## config.mk

```make
export PLATFORM = sky130hd
export DESIGN_NAME = uart_tx_sequencer_flat
export DESIGN_NICKNAME = d
export VERILOG_FILES = /design/src/rtl/uart_tx_sequencer_if.sv /design/src/rtl/uart_tx_sequencer.sv /design/src/flat_wrapper.sv
export SDC_FILE = /design/constraint.sdc
export NUM_CORES = 1
export LEC_CHECK = 0
export BUFFER_PORTS_ARGS = -buffer_cell sky130_fd_sc_hd__buf_2
export CAP_MARGIN = 10
export CORE_UTILIZATION = 24
export CTS_CLUSTER_DIAMETER = 150
export DETAILED_ROUTE_END_ITERATION = 16
export GPL_TIMING_DRIVEN = 0
export SETUP_SLACK_MARGIN = 0.2
export SLEW_MARGIN = 20
export SYNTH_ARGS = -nofsm -noshare
export SYNTH_HDL_FRONTEND = slang
export SYNTH_SLANG_ARGS = --single-unit
```

## constraint.sdc

```tcl
create_clock -name clock -period 1.95 [get_ports clock]
set_input_delay 0.39 -clock clock [delete_from_list [all_inputs] [get_ports clock]]
set_output_delay 0.39 -clock clock [all_outputs]
set_load 0.05 [all_outputs]
```

## src/rtl/uart_tx_sequencer_if.sv

```systemverilog
// rtl/uart_tx_sequencer_if.sv - byte handshake between a byte source and the UART TX sequencer
interface uart_tx_sequencer_if;
    logic [7:0] tx_data;
    logic       tx_valid;
    logic       tx_ready;

    modport master (
        output tx_data,
        output tx_valid,
        input  tx_ready
    );

    modport slave (
        input  tx_data,
        input  tx_valid,
        output tx_ready
    );
endinterface

```

## src/rtl/uart_tx_sequencer.sv

```systemverilog
// rtl/uart_tx_sequencer.sv - UART TX bit sequencer: start, 8 data bits LSB first, stop, CLKS_PER_BIT clocks each
module uart_tx_sequencer #(
    parameter int CLKS_PER_BIT = 868
) (
    input  logic                 clock,
    input  logic                 reset,
    uart_tx_sequencer_if.slave   s_tx,
    output logic                 tx,
    output logic                 busy,
    output logic                 bit_tick
);
    localparam int CW = (CLKS_PER_BIT > 1) ? $clog2(CLKS_PER_BIT) : 1;
    localparam logic [CW-1:0] LAST = CW'(CLKS_PER_BIT - 1);

    typedef enum logic [1:0] {IDLE, START, DATA, STOP} state_t;

    state_t         state_q, state_d;
    logic [CW-1:0]  cnt_q, cnt_d;
    logic [2:0]     idx_q, idx_d;
    logic [7:0]     shift_q, shift_d;
    logic           tx_q, tx_d;
    logic           ready_q;
    logic           period_end;

    assign period_end = (state_q != IDLE) && (cnt_q == LAST);

    always_comb begin
        state_d = state_q;
        cnt_d   = cnt_q;
        idx_d   = idx_q;
        shift_d = shift_q;
        tx_d    = 1'b1;

        if (state_q != IDLE) begin
            cnt_d = period_end ? '0 : cnt_q + 1'b1;
        end

        case (state_q)
            IDLE: begin
                if (s_tx.tx_valid && ready_q) begin
                    shift_d = s_tx.tx_data;
                    cnt_d   = '0;
                    idx_d   = 3'd0;
                    state_d = START;
                end
            end
            START: begin
                if (period_end) begin
                    idx_d   = 3'd0;
                    state_d = DATA;
                end
            end
            DATA: begin
                if (period_end) begin
                    shift_d = {1'b0, shift_q[7:1]};
                    idx_d   = idx_q + 3'd1;
                    if (idx_q == 3'd7) begin
                        state_d = STOP;
                    end
                end
            end
            STOP: begin
                if (period_end) begin
                    state_d = IDLE;
                end
            end
            default: state_d = IDLE;
        endcase

        // tx is registered from the next-state view so the line changes on the same edge as the state
        case (state_d)
            START:   tx_d = 1'b0;
            DATA:    tx_d = shift_d[0];
            default: tx_d = 1'b1;
        endcase
    end

    always_ff @(posedge clock) begin
        if (reset) begin
            state_q <= IDLE;
            cnt_q   <= '0;
            idx_q   <= 3'd0;
            shift_q <= 8'h00;
            tx_q    <= 1'b1;
            ready_q <= 1'b1;
        end else begin
            state_q <= state_d;
            cnt_q   <= cnt_d;
            idx_q   <= idx_d;
            shift_q <= shift_d;
            tx_q    <= tx_d;
            ready_q <= (state_d == IDLE);
        end
    end

    assign tx             = tx_q;
    assign busy           = ~ready_q;
    assign bit_tick       = period_end;
    assign s_tx.tx_ready  = ready_q;
endmodule
```

## src/flat_wrapper.sv

```systemverilog
// flat-port wrapper written by rule: the top's interface ports become plain ports
module uart_tx_sequencer_flat 
#(
    parameter int CLKS_PER_BIT = 868
)
  (clock, reset, tx, busy, bit_tick, s_tx_tx_data, s_tx_tx_valid, s_tx_tx_ready);
  uart_tx_sequencer_if s_tx_i ();
  input  logic clock;
  input  logic reset;
  output logic tx;
  output logic busy;
  output logic bit_tick;
  input wire logic [$bits(s_tx_i.tx_data)-1:0] s_tx_tx_data;
  input wire logic [$bits(s_tx_i.tx_valid)-1:0] s_tx_tx_valid;
  output wire logic [$bits(s_tx_i.tx_ready)-1:0] s_tx_tx_ready;
  assign s_tx_i.tx_data = s_tx_tx_data;
  assign s_tx_i.tx_valid = s_tx_tx_valid;
  assign s_tx_tx_ready = s_tx_i.tx_ready;
  uart_tx_sequencer #(.CLKS_PER_BIT(CLKS_PER_BIT)) u_core (.clock(clock), .reset(reset), .s_tx(s_tx_i), .tx(tx), .busy(busy), .bit_tick(bit_tick));
endmodule
```

Word level (Yosys, flattened, before mapping)
Index checks and enable logic that the tools add are counted.
W data, S select, Z words.
- $add $sub $neg: 2
- eq/ne operators: 10
- multiplexer cells: 18
- bitwise gates (word level): 1
- reductions and logical operators: 9
- operators by type and width (operator ; number):
    $mux W10 ; 4
    $mux W8 ; 2
    $pmux W8 S2 ; 1
    $add A10 B1 Y10 const B ; 1
    $eq A10 B10 Y1 const B ; 1
    $mux W2 ; 5
    $mux W3 ; 3
    $pmux W3 S3 ; 1
    $pmux W2 S4 ; 1
    $eq A2 B2 Y1 const B ; 3
    $ne A2 B1 Y1 const B ; 3
    $eq A2 B1 Y1 const B ; 2
    $logic_not A2 Y1 ; 2
    $reduce_and A4 Y1 ; 1
    $reduce_bool A2 Y1 ; 2
    $add A3 B1 Y3 const B ; 1
    $eq A3 B3 Y1 const B ; 1
    $reduce_and A3 Y1 ; 1
    $reduce_bool A3 Y1 ; 1
    $logic_and A1 B1 Y1 ; 2
    $pmux W1 S2 ; 1
    $not A1 Y1 ; 1
- register bits: 25
- input bits: 11
- output and inout port bits: 4
- word-level logic and storage cells: 47

Logic depth before layout (Yosys ltp)
- word-level depth: 6
- depth in mapped cells: 7
- mapped depth without buffers: 6

Worst setup path before layout
OpenSTA, ideal clock, no wires.
- path kind: register to register
- start point: register u_core.cnt_q[0]
- end point: register u_core.cnt_q[9]
- library setup time: 0.115 ns
- arrival time: 2.038 ns
- required time: 1.835 ns
- slack: -0.202 ns
- stages on the path, launching flop included: 8
- buffers on the path: 1
- period minus slack after synthesis: 2.152 ns
- cells stage by stage: dfxtp_1 ha_1 nor3b_4 nand3_2 nor2_1 or3_1 buf_2 nor2_1
- longest elaborated chain between the ends: 6
- elaborated cells on any way between the ends: 7
- classes of those cells: add/sub (1); eq/ne (1); mux (4); reduce/logical (1)
- ends and longest elaborated chain (item ; RTL line ; source):
    from (decl) ; uart_tx_sequencer.sv:18 ; logic [CW-1:0] cnt_q, cnt_d;
    from (signal assigned) ; uart_tx_sequencer.sv:88 ; cnt_q <= cnt_d;
    $eq A10 B10 Y1 (*) ; uart_tx_sequencer.sv:25 ; assign period_end = (state_q != IDLE) && (cnt_q == LAST);
    $logic_and A1 B1 Y1 (*) ; uart_tx_sequencer.sv:25 ;
    via bit_tick ; flat_wrapper.sv:12 ; output logic bit_tick;
    $mux W10 (*) ; uart_tx_sequencer.sv:35 ; cnt_d = period_end ? '0 : cnt_q + 1'b1;
    $mux W10 (*) ; uart_tx_sequencer.sv:34 ; if (state_q != IDLE) begin
    $mux W10 ; uart_tx_sequencer.sv:40 ; if (s_tx.tx_valid && ready_q) begin
    $mux W10 (*) ; uart_tx_sequencer.sv:38 ; case (state_q)
Mark *: on every way through the listed nets, which the timed path passes. The rest lies on a longest branch.
A chain may end at the register's enable or synchronous reset.

Worst setup path after layout
- start point: register u_core.cnt_q[1]
- end point: output bit_tick
- longest elaborated chain between the ends: 2
- ends and longest elaborated chain (item ; RTL line):
    $eq A10 B10 Y1 ; uart_tx_sequencer.sv:25
    $logic_and A1 B1 Y1 ; uart_tx_sequencer.sv:25
    to (decl) ; flat_wrapper.sv:12
Every way passes these cells.

==> impl_metrics.env <==
export IMPL_whs_ps=364
export IMPL_clock_fmax_mhz=549
export IMPL_startpoint_type="register"
export IMPL_drt_iter0_drc=17
export IMPL_post_route_min_period_ps=1820
export IMPL_drt_first_pass_iters=4
export IMPL_die_area_mm2=0.00538
export IMPL_synth_seq_area_share_pct=40.9
export IMPL_start_util_pct=25.4
export IMPL_yosys_area_top_type="dfxtp_1"
export IMPL_vias_per_cell=4.47
export IMPL_holdCritStartpoint="s_tx_tx_data[7]"
export IMPL_fin_area_mm2=0.00153
export IMPL_num_vias=1015
export IMPL_setup_viol=0
export IMPL_path_class="register to primary output"
export IMPL_drtAntennaViolNets=0
export IMPL_worst_pin_slew_ps=464
export IMPL_syn2layout_area_growth_pct=25.5
export IMPL_worst_ep_required_time_ps=1560
export IMPL_hold_class="input port to register"
export IMPL_antenna_found_initial=0
export IMPL_layout_common_cells="dfxtp_1, nor2_1, buf_2, nand2_1, a21oi_1"
export IMPL_dp_hpwl_mm=1.72
export IMPL_grt_overflow=0
export IMPL_syn_area_per_cell_um2=9.12
export IMPL_status="complete, no violations"
export IMPL_cts_buffers=3
export IMPL_nets=175
export IMPL_fp_row_count=25
export IMPL_reg2reg_from="u_core.cnt_q[1]$_SDFF_PP0_"
export IMPL_clockBufferDepth=2
export IMPL_rsz0062_at_grt="true"
export IMPL_path_clk_slew_ps=90
export IMPL_io_pins=15
export IMPL_antenna_cells=0
export IMPL_whs_path_depth=3
export IMPL_grt_pass1_wl_mm=4.32
export IMPL_finClkSkew_ps=4.31
export IMPL_path_cells="ha_4 -> nor3b_4 -> nand3_4 -> nor2_4 -> buf_8"
export IMPL_max_stage_delay_ps=360
export IMPL_vdd_drop_max_v=0.000416
export IMPL_powerDensity_mw_per_mm2=655
export IMPL_gp_congestion=0.704
export IMPL_yosysWarnings=0
export IMPL_clock_sinks=25
export IMPL_synth_cell_area_mm2=0.00122
export IMPL_slew_headroom_pct=69.1
export IMPL_slowest_stage="dfxtp_2"
export IMPL_final_hold_viol_count=0
export IMPL_track_usage_pct=10.5
export IMPL_fin_util_pct=31.8
export IMPL_grt_pass1_vias=992
export IMPL_met2_usage_pct=17.0
export IMPL_place_area_mm2=0.00138
export IMPL_routed_wl_mm=2.49
export IMPL_nFillCells=528
export IMPL_reg2reg_depth=8
export IMPL_layout_setup_ws_ps=127
export IMPL_drc=0
export IMPL_synth_nets=148
export IMPL_die_h_um=73.4
export IMPL_min_to="u_core.shift_q[7]$_SDFFE_PP0P_"
export IMPL_pre_cts_ws_ps=30.9
export IMPL_cts_tree="done"
export IMPL_cp_arrival_ps=1430
export IMPL_critical_path_top_delay_family="simple AND/OR/NAND/NOR gates"
export IMPL_crit_fanout=2
export IMPL_rr_endpoint="u_core.tx$_SDFF_PP1_"
export IMPL_root_buffer="clkbuf_8"
export IMPL_fin_crit_sh_pct=93.5
export IMPL_p_leak_nw=0.583
export IMPL_crit_path_end_kind="primary output"
export IMPL_die_x_um=73.4
export IMPL_drive_above_1_share_pct=28.7
export IMPL_drv_slew=0
export IMPL_ys_types=43
export IMPL_synth_cells=134
export IMPL_portBuffers=14
export IMPL_grtUsageMet1_pct=13.2
export IMPL_ff2ff_setup_slack_ps=200
export IMPL_top_usage_layer="met2"
export IMPL_wl_per_cell_um=11.0
export IMPL_ys_top_cells_by_area="dfxtp_1, nor2_1, a21oi_1, xor2_1, a22oi_1"
export IMPL_setup_tns_ps=0
export IMPL_htreeDepth=1
export IMPL_layout_commonest_cell="dfxtp_1"
export IMPL_cp_buffers_inverters=1
export IMPL_drv_cap=0
export IMPL_core_mm2=0.00482
export IMPL_grt_start_max_net_pins=15
export IMPL_synth_top_area_share_pct=40.9
export IMPL_ys_seq_elements=25
export IMPL_clock_latency_ps=270
export IMPL_use_met3_pct=2.88
[registers in the layout, summed over array words and instances, names as in the netlist]
| signal | cells |
|---|---|
| u_core.state_q | 2 |
| u_core.cnt_q | 10 |
| u_core.s_tx.tx_ready | 1 |
| u_core.shift_q | 8 |
| u_core.idx_q | 3 |
| u_core.tx | 1 |
[cells by family after synthesis]
family                     Yosys count  share of synthesized area [%]
AOI/OAI and AO/OA                   28                           16.6
xor gates and xnor gates             9                           6.45
DFF                                 25                           40.9
and+or+nand+nor                     57                           26.2
buffers and inverters                9                           4.30
adders and majority gates            3                           3.07
muxes                                3                           2.46
[where the power goes]
part	internal, mW	switching (mW)
Combinational	0.0630	0.0878
Clock	0.143	0.164
Sequential	0.531	0.0162
Total	0.738	0.268
[worst max path at each step]
stage                                    start                         end  cells past startpoint
floorplan           u_core.cnt_q[0]$_SDFF_PP0_  u_core.cnt_q[9]$_SDFF_PP0_                      7
global placement    u_core.cnt_q[0]$_SDFF_PP0_                    bit_tick                      5
detailed placement  u_core.cnt_q[0]$_SDFF_PP0_                    bit_tick                      5
CTS                 u_core.cnt_q[1]$_SDFF_PP0_                    bit_tick                      5
global route        u_core.cnt_q[1]$_SDFF_PP0_                    bit_tick                      5
finish              u_core.cnt_q[1]$_SDFF_PP0_                    bit_tick                      5
[area by class of cell]
cell class / instances / area [µm²] / area share (%)
Multi-Input combinational cell: 100 / 704 / 45.9
Sequential cell: 25 / 503 / 32.8
Timing Repair Buffer: 22 / 144 / 9.38
Tap cell: 67 / 83.8 / 5.46
Buffer: 8 / 48.8 / 3.18
Clock buffer: 3 / 41.3 / 2.69
Clock inverter: 1 / 5.00 / 0.326
Inverter: 1 / 3.75 / 0.245
[synth_stat cells (all sizes together)]
cell type	count
a41oi	1
a31oi	2
nand2	12
nor2	21
o22ai	1
a32oi	1
xnor2	3
a2111oi	1
nand4	2
and3	3
dfxtp	25
nor3	1
and2	4
a21oi	11
or2	1
or3b	1
a221oi	1
clkbuf	3
a211oi	2
nand2b	1
nand3	4
nor3b	2
ha	3
xor2	6
a22oi	6
or3	1
nor2b	1
a22o	1
inv	1
a21o	1
and4bb	1
buf	5
and4	1
and3b	1
mux2i	3
[routing by layer]
layer / share of wire (%) / up-vias / wire [µm]
li1: - / 524 / -
met1: 48 / 470 / 1200
met2: 47 / 17 / 1160
met3: 3.5 / 4 / 87
met4: 1.6 / 0 / 41
met5: 0 / - / 0
[repair_timing]
item,4_1_cts,5_1_grt
buffers inserted,5,3
hold endpoints to repair,0,0
setup endpoints to repair,6,7
gates resized for setup,7,3
cloned,0,0
pin swaps,3,4
hold buffers,0,0
[worst min-delay path: stages]
cell	delay, ps
buf_2	100
nand2_1	50
a21oi_1	50
[stage by stage]
stage / power, mW / instances
CTS: 1.02 / 224
global route: 1.06 / 227
floorplan: 0.666 / 134
global placement: 0.704 / 215
finish: 1.01 / 227
detailed placement: 0.703 / 215
Power figures use the tool's default switching activity.
